**src/rtl/strobe_monitor_pkg.sv**
```systemverilog
// Shared types and width helper for the strobe monitor.
package strobe_pkg;

    typedef enum logic [1:0] {
        IDLE,
        ACQUIRE,
        LOCKED
    } strobe_mon_state_e;

    // Bits needed to hold values 0..n-1, never less than one.
    function automatic int bits_for(input int n);
        return (n <= 2) ? 1 : $clog2(n);
    endfunction

endpackage

```
**src/rtl/strobe_monitor_if.sv**
```systemverilog
// Strobe input and health-report outputs of the strobe monitor.
interface strobe_monitor_if #(
    parameter int PW = 4
);
    logic          strobe;
    logic          locked;
    logic          fault;
    logic [PW-1:0] period;
    logic          period_valid;

    modport master (
        output strobe,
        input  locked, fault, period, period_valid
    );

    modport slave (
        input  strobe,
        output locked, fault, period, period_valid
    );
endinterface

```
**src/rtl/strobe_interval_counter.sv**
```systemverilog
// Cycles-since-last-strobe counter with interval and timeout outputs.
module strobe_interval_counter
    import strobe_pkg::*;
#(
    parameter  int DIV = 10,
    parameter  int TOL = 0,
    localparam int PW  = bits_for(DIV + TOL + 2)
) (
    input  logic          i_clk,
    input  logic          i_reset_n,
    input  logic          strobe,
    input  logic          active,
    output logic [PW-1:0] interval,
    output logic          strobe_seen,
    output logic          timeout
);
    localparam int CW = bits_for(DIV + TOL + 1);
    localparam logic [CW-1:0] MAX = CW'(DIV + TOL);

    logic [CW-1:0] cnt;

    always_ff @(posedge i_clk or negedge i_reset_n) begin
        if (!i_reset_n) begin
            cnt <= '0;
        end else if (strobe || !active) begin
            cnt <= '0;
        end else if (cnt != MAX) begin
            cnt <= cnt + CW'(1);
        end
    end

    assign interval    = PW'(cnt) + PW'(1);
    assign strobe_seen = strobe && active;
    // A strobe on the timeout cycle is treated as late, not as a timeout.
    assign timeout     = active && !strobe && (cnt == MAX);

endmodule

```
**src/rtl/strobe_monitor.sv**
```systemverilog
// Periodic strobe lock/fault monitor; STROBE_MONITOR_PERIOD_EN
// enables the o_period/o_period_valid report register.
module strobe_monitor
    import strobe_pkg::*;
#(
    parameter  int DIV        = 10,
    parameter  int TOL        = 0,
    parameter  int LOCK_COUNT = 4,
    localparam int PW         = bits_for(DIV + TOL + 2)
) (
    input  logic             i_clk,
    input  logic             i_reset_n,
    strobe_monitor_if.slave  bus
);
    localparam int GW = bits_for(LOCK_COUNT + 1);
    localparam logic [PW-1:0] LO = PW'(DIV - TOL);
    localparam logic [PW-1:0] HI = PW'(DIV + TOL);

    if (DIV < 2) begin : g_div_chk
        $error("strobe_monitor: DIV must be >= 2");
    end
    if (TOL < 0 || TOL >= DIV) begin : g_tol_chk
        $error("strobe_monitor: TOL must satisfy 0 <= TOL < DIV");
    end
    if (LOCK_COUNT < 1) begin : g_lock_chk
        $error("strobe_monitor: LOCK_COUNT must be >= 1");
    end

    strobe_mon_state_e state_q, state_d;
    logic [GW-1:0]     good_q, good_d, good_inc;
    logic              locked_q, fault_q, fault_d;
    logic [PW-1:0]     interval;
    logic              strobe_seen, timeout, good;

    strobe_interval_counter #(
        .DIV (DIV),
        .TOL (TOL)
    ) u_cnt (
        .i_clk       (i_clk),
        .i_reset_n   (i_reset_n),
        .strobe      (bus.strobe),
        .active      (state_q != IDLE),
        .interval    (interval),
        .strobe_seen (strobe_seen),
        .timeout     (timeout)
    );

    assign good     = (interval >= LO) && (interval <= HI);
    assign good_inc = good_q + GW'(1);

    always_comb begin
        state_d = state_q;
        good_d  = good_q;
        fault_d = 1'b0;
        unique case (state_q)
            IDLE: begin
                if (bus.strobe) begin
                    state_d = ACQUIRE;
                    good_d  = '0;
                end
            end
            ACQUIRE: begin
                if (strobe_seen && good) begin
                    good_d = good_inc;
                    if (good_inc == GW'(LOCK_COUNT)) state_d = LOCKED;
                end else if (strobe_seen) begin
                    good_d = '0;
                end else if (timeout) begin
                    state_d = IDLE;
                end
            end
            LOCKED: begin
                if ((strobe_seen && !good) || timeout) begin
                    fault_d = 1'b1;
                    good_d  = '0;
                    state_d = strobe_seen ? ACQUIRE : IDLE;
                end
            end
            default: state_d = IDLE;
        endcase
    end

    always_ff @(posedge i_clk or negedge i_reset_n) begin
        if (!i_reset_n) begin
            state_q  <= IDLE;
            good_q   <= '0;
            locked_q <= 1'b0;
            fault_q  <= 1'b0;
        end else begin
            state_q  <= state_d;
            good_q   <= good_d;
            locked_q <= (state_d == LOCKED);
            fault_q  <= fault_d;
        end
    end

    assign bus.locked = locked_q;
    assign bus.fault  = fault_q;

`ifdef STROBE_MONITOR_PERIOD_EN
    logic [PW-1:0] period_q;
    logic          pvalid_q;

    always_ff @(posedge i_clk or negedge i_reset_n) begin
        if (!i_reset_n) begin
            period_q <= '0;
            pvalid_q <= 1'b0;
        end else begin
            pvalid_q <= strobe_seen;
            if (strobe_seen) period_q <= interval;
        end
    end

    assign bus.period       = period_q;
    assign bus.period_valid = pvalid_q;
`else
    assign bus.period       = '0;
    assign bus.period_valid = 1'b0;
`endif

endmodule

```
**src/flat_wrapper.sv**
```systemverilog
// flat-port wrapper written by rule: the top's interface ports become plain ports
module strobe_monitor_flat import strobe_pkg::*;
#(
    parameter  int DIV        = 10,
    parameter  int TOL        = 0,
    parameter  int LOCK_COUNT = 4,
    localparam int PW         = bits_for(DIV + TOL + 2)
)
  (i_clk, i_reset_n, bus_strobe, bus_locked, bus_fault, bus_period, bus_period_valid);
  strobe_monitor_if #(.PW((strobe_pkg::bits_for(DIV + TOL + 2)))) bus_i ();
  input  logic i_clk;
  input  logic i_reset_n;
  input wire logic [$bits(bus_i.strobe)-1:0] bus_strobe;
  output wire logic [$bits(bus_i.locked)-1:0] bus_locked;
  output wire logic [$bits(bus_i.fault)-1:0] bus_fault;
  output wire logic [$bits(bus_i.period)-1:0] bus_period;
  output wire logic [$bits(bus_i.period_valid)-1:0] bus_period_valid;
  assign bus_i.strobe = bus_strobe;
  assign bus_locked = bus_i.locked;
  assign bus_fault = bus_i.fault;
  assign bus_period = bus_i.period;
  assign bus_period_valid = bus_i.period_valid;
  strobe_monitor #(.DIV(DIV), .TOL(TOL), .LOCK_COUNT(LOCK_COUNT)) u_core (.i_clk(i_clk), .i_reset_n(i_reset_n), .bus(bus_i));
endmodule
```
**config.mk**
```make
export PLATFORM = sky130hd
export DESIGN_NAME = strobe_monitor_flat
export DESIGN_NICKNAME = d
export VERILOG_FILES = /design/src/rtl/strobe_monitor_pkg.sv /design/src/rtl/strobe_monitor_if.sv /design/src/rtl/strobe_interval_counter.sv /design/src/rtl/strobe_monitor.sv /design/src/flat_wrapper.sv
export SDC_FILE = /design/constraint.sdc
export NUM_CORES = 1
export LEC_CHECK = 0
export ABC_AREA = 0
export CAP_MARGIN = 20
export CELL_PAD_IN_SITES_DETAIL_PLACEMENT = 1
export CELL_PAD_IN_SITES_GLOBAL_PLACEMENT = 2
export CORE_ASPECT_RATIO = 1.4
export CORE_MARGIN = 5
export CORE_UTILIZATION = 29
export CTS_CLUSTER_DIAMETER = 40
export DETAILED_ROUTE_END_ITERATION = 7
export GPL_ROUTABILITY_DRIVEN = 0
export HOLD_SLACK_MARGIN = 0.05
export PLACE_DENSITY = 0.73
export SYNTH_ARGS = -nofsm -noshare
export SYNTH_HDL_FRONTEND = slang
export SYNTH_SLANG_ARGS = --single-unit
```
**constraint.sdc**
```tcl
create_clock -name i_clk -period 1.45 [get_ports i_clk]
set_input_delay 0.145 -clock i_clk [delete_from_list [all_inputs] [get_ports i_clk]]
set_output_delay 0.145 -clock i_clk [all_outputs]
set_load 0.05 [all_outputs]
```
# Yosys cells after proc, flatten, opt, wreduce, memory -nomap -nowiden
# Cells that the tools add are included.
# word_totals
regBits	11
input_bits	3
out_inout_bits	7
# op_classes
addsub	2
n_lt_le_gt_ge	2
eq_ne	9
n_mux	17
reduce_logical	16
# op_table
operator	n
$mux W2	6
$mux W3	4
$pmux W3 S3	1
$mux W4	2
$logic_and A1 B1 Y1	6
$pmux W2 S3	1
$add A4 B1 Y4 const B	1
$eq A2 B2 Y1 const B	2
$eq A4 B4 Y1 const B	1
$ge A4 B4 Y1 const B	1
$le A4 B4 Y1 const B	1
$ne A4 B4 Y1 const B	1
$reduce_and A4 Y1	1
$reduce_bool A2 Y1	2
$add A3 B1 Y3 const B	1
$eq A3 B3 Y1 const B	1
$logic_not A1 Y1	3
$mux W1	3
$ne A3 B1 Y1 const B	1
$reduce_bool A3 Y1	1
$eq A2 B1 Y1 const B	1
$logic_not A2 Y1	1
$logic_or A1 B1 Y1	2
$ne A2 B1 Y1 const B	1
$ne A2 B2 Y1 const B	1

# Depth between registers and ports, before layout
# logic_depth
word_depth	9
mapped_depth	6
depth_no_buf	6

# By module
# A second synthesis with hierarchy kept.
# unflattened
hier_cells	73
area_unflattened_um2	742.0
# by_module_without_submodules
mod	n_inst	cells_per_inst	area_each_um2	seq_area_each_um2
strobe_monitor	1	48	475.5	175.2
strobe_interval_counter	1	25	266.5	100.1

# Worst setup path after synthesis
# OpenSTA, ideal clock, no wires.
# synth_timing
kind	register to register
from	register u_core.u_cnt.cnt[0]
to	register u_core.good_q[0]
t_arrival_ns	1.363
required_time_ns	1.313
slack_ns	-0.050
stages_incl_launch_ff	7
n_path_buf	0
synth_period_minus_slack_ns	1.500
cell_sequence	dfrtp_1 inv_1 ha_1 nand3b_1 o32a_1 o31ai_2 o22ai_1
# synth_between
elab_chain_cells	8
elab_cells_between_ends	15
classes_between	add/sub (1); order compare (2); eq/ne (3); mux (2); reduce/logical (7)
# synth_lines
element	line	source
start: declaration	strobe_interval_counter.sv:20	logic [CW-1:0] cnt;
start signal: assignment	strobe_interval_counter.sv:28	cnt <= cnt + CW'(1);
$add A4 B1 Y4	strobe_interval_counter.sv:32	assign interval = PW'(cnt) + PW'(1);
$ge A4 B4 Y1 / $le A4 B4 Y1 (equally long branches)	strobe_monitor.sv:48	assign good = (interval >= LO) && (interval <= HI);
$logic_and A1 B1 Y1	strobe_monitor.sv:48	
$logic_not A1 Y1	strobe_monitor.sv:73	if ((strobe_seen && !good) || timeout) begin
$logic_and A1 B1 Y1	strobe_monitor.sv:73	
$logic_or A1 B1 Y1	strobe_monitor.sv:73	
$ne A2 B1 Y1 (no line)	-	
$reduce_and A4 Y1 (no line)	-	
end signal: assignment	strobe_monitor.sv:91	good_q <= good_d;
end: declaration	strobe_monitor.sv:30	logic [GW-1:0] good_q, good_d, good_inc;
# Several ways; a longest one is shown, not always the timed one.
# A chain may end at the register's enable or synchronous reset.

# Final worst setup path
# layout_timing
from	register u_core.u_cnt.cnt[1]
to	register u_core.fault_q, in the netlist u_core.bus.fault
# layout_between
elab_chain_cells	8
elab_cells_between_ends	11
classes_between	add/sub (1); order compare (2); eq/ne (1); mux (2); reduce/logical (5)
# layout_lines
element	line	source
$add A4 B1 Y4	strobe_interval_counter.sv:32	
$ge A4 B4 Y1 / $le A4 B4 Y1 (equally long branches)	strobe_monitor.sv:48	
$logic_and A1 B1 Y1	strobe_monitor.sv:48	
$logic_not A1 Y1	strobe_monitor.sv:73	
$logic_and A1 B1 Y1	strobe_monitor.sv:73	
$logic_or A1 B1 Y1 *	strobe_monitor.sv:73	
$mux W1 *	strobe_monitor.sv:73	
$mux W1 *	strobe_monitor.sv:55	unique case (state_q)
net u_core.fault_d	strobe_monitor.sv:31	logic locked_q, fault_q, fault_d;
end signal: assignment	strobe_monitor.sv:93	fault_q <= fault_d;
end: declaration	strobe_monitor.sv:31	
# The timed path passes the listed nets; every way through them passes the cells marked *.

==> results.tsv <==
metric	value	unit
required	1.61	ns
tns	-0.0301	ns
drc_errors	0	
peakVddDrop	0.000439	V
wirelength	1.78	mm
fin_nets	102	
die_h	68.9	um
drive_gt1_frac	0.323	
root_buffer	clkbuf_4	
first_global_vias	625	
hp-class	input port to asynchronous set/reset pin	
ys_seq_elements	11	
cts-htree-levels	1	
initial_core_util	0.300	
stdcell_count	127	
failed_checks	setup timing	
vias	606	
synth_simple_gate_area_frac	0.188	
synth_warnings	0	
dp.cells	122	
cts_sinks	11	
antennaDiodeCount	0	
drtIter0Drc	3	
port-buffer-count	4	
io_pins	10	
postRouteAntennaNets	0	
synth_xor_area_frac	0.0488	
design.core.area	2390	um2
numCtsBuffers	3	
leakage	0.388	nW
netlist_instances	74	
synthMuxAreaShare	0.0157	
synth_top_family_by_area	compound AO/OA/AOI/OAI gates	
avgSynthCellArea	9.71	um2
yosysUniqueCellTypes	30	
clockBufferDepth	2	
clock.fmax	677	MHz
syn_to_final_growth	29.3	%
layout_common_cells	14 x buf_4, 10 x dfrtp_1, 5 x nor2_1, 5 x conb_1	
overflow	0	
cp-end-kind	register	
arrival	1.63	ns
hpwl	1.37	mm
setup_ws	-0.0265	ns
grt_antenna_before_repair	0	
start_kind	register	
rr_worst_depth	5	
via_per_inst	4.77	
dr.pass1.iters	2	
die-area	3590	um2
ys_seq_area_frac	0.383	
cp_slowest_cell	dfrtp_2	
cp_max_fo	7	
utilization	0.388	
clkLatencyLatePin	0.27	ns
fin_skew	0.00375	ns
slowest_delay	0.46	ns
cap_violations	0	
grt_use_total	0.116	
crit_type	register to register	
maxSlewViolCount	0	
cts_tree	yes	
crit_chain	ha_2 > nor3b_4 > nand2b_1 > o21ai_2 > nor2b_1	
synth_area	718	um2
period_needed	1.48	ns
fin_crit_sh	1.02	
avgRoutedWirePerCell	14.0	um
report.final.hold_viol_count	0	
final_common_cell	buf_4	
grt_pass1_wl	2.95	mm
grt_max_degree	12	
p_per_area	710	nW/um2
cts.clk_slew.worst_paths	0.08	ns
status	finished with violations	
rows	21	
maxSlewHeadroom	0.650	
die_w	52.1	um
setup_violations	2	
synth_compound_area_frac	0.199	
tightestPinTransition	0.524	ns
synth_fa_ha_area_frac	0.0871	
rsz0062_at_grt	yes	
==> registers in the layout, summed over array words and instances (netlist names) <==
register	flops
u_core.u_cnt.cnt	4
u_core.good_q	3
u_core.state_q	2
u_core.bus.fault	1
u_core.bus.locked	1
==> cells by family (layout without fill, tap and decap cells) <==
| kind of cell | count (synthesis) | in the layout |
|---|---|---|
| AO/OA/AOI/OAI | 18 | 18 |
| XOR/XNOR | 4 | 4 |
| adder cells (fa/ha/maj) | 5 | 5 |
| buffers and inverters | 9 | 24 |
| flip-flops | 11 | 11 |
| multiplexers | 1 | 1 |
| other | 1 | 5 |
| AND/OR/NAND/NOR | 25 | 25 |
==> power breakdown <==
part	switching [W]	total [W]	leakage, nW	internal [W]
sequential	0.0000116	0.000326	0.145	0.000314
combinational	0.0000724	0.000114	0.229	0.0000416
clock	0.000112	0.000219	0.0150	0.000107
==> metrics by stage <==
step	total power, W	hold WS (ns)	worst slack [ns]	area, um2
after floorplan	0.000405	-0.151	-0.0403	733
after global placement	0.000436	0.521	-0.126	856
after detailed placement	0.000439	0.539	-0.109	856
after CTS	0.000669	0.233	-0.0312	907
after global routing	0.000701	0.250	-0.107	928
final	0.000659	0.212	-0.0265	928
==> what timing repair did <==
item / CTS / global route
endpoints found under the hold margin: 0 / 0
hold buffers: 0 / 0
gates resized for setup: 7 / 3
setup endpoints to repair: 7 / 7
gates cloned: 0 / 0
setup buffers: 0 / 1
pin swaps: 1 / 0
==> final cells by class <==
type	count	area, um2
Fill cell	282	1460
Inverter	4	15.0
Multi-Input combinational cell	58	443
Clock buffer	4	26.3
Tap cell	34	42.5
Timing Repair Buffer	16	125
Sequential cell	11	277
==> critical path, delay by kind of cell, from the launching register on <==
kind	cells	cell delay (ns)
compound gates	1	0.08
simple gates	3	0.59
fa+ha+maj	1	0.23
flops	1	0.46
==> Yosys cell counts <==
| cell | count | area share |
|---|---|---|
| a21oi_4 | 1 | 0.023 |
| o22a_1 | 1 | 0.012 |
| inv_1 | 4 | 0.021 |
| a31oi_1 | 1 | 0.0087 |
| o31ai_2 | 1 | 0.017 |
| o32a_1 | 1 | 0.014 |
| a211oi_1 | 1 | 0.010 |
| o32ai_1 | 2 | 0.024 |
| a21bo_2 | 1 | 0.014 |
| xnor2_1 | 3 | 0.037 |
| nand3b_1 | 2 | 0.021 |
| ha_1 | 5 | 0.087 |
| mux2_2 | 1 | 0.016 |
| o221ai_1 | 1 | 0.012 |
| dfrtp_1 | 11 | 0.38 |
| nand3_1 | 2 | 0.014 |
| o21ai_1 | 3 | 0.021 |
| a21oi_1 | 2 | 0.014 |
| conb_1 | 1 | 0.0052 |
| xor2_1 | 1 | 0.012 |
| nor3b_2 | 1 | 0.017 |
| nor3_1 | 1 | 0.0070 |
| o21bai_1 | 1 | 0.010 |
| nor3b_1 | 1 | 0.010 |
| buf_4 | 5 | 0.052 |
| o22ai_1 | 2 | 0.017 |
| nand2_1 | 5 | 0.026 |
| nand2b_1 | 4 | 0.035 |
| nor2_1 | 6 | 0.031 |
| nor2b_1 | 3 | 0.026 |
==> path summary, 6_finish.rpt <==
path | slack (ns) | startpoint | end
setup reg to reg | -0.03 | u_core.u_cnt.cnt[1]$_DFFE_PN0N_ | u_core.bus.fault$_DFF_PN0_
hold / removal | 0.21 | i_reset_n | u_core.state_q[1]$_DFF_PN0_
hold reg to reg | 0.54 | u_core.good_q[0]$_DFFE_PN0P_ | u_core.good_q[0]$_DFFE_PN0P_
setup / recovery | -0.03 | u_core.u_cnt.cnt[1]$_DFFE_PN0N_ | u_core.bus.fault$_DFF_PN0_
max in group asynchronous | 0.86 | i_reset_n | u_core.u_cnt.cnt[1]$_DFFE_PN0N_
min in group i_clk | 0.54 | u_core.good_q[0]$_DFFE_PN0P_ | u_core.good_q[0]$_DFFE_PN0P_
==> layer usage <==
metal  GRT usage  wire [um]
met1       0.109        692
met2       0.233       1010
met3      0.0301         47
met4      0.0393         23
met5           0          0
Note: power is estimated with default switching activity, not from simulation.
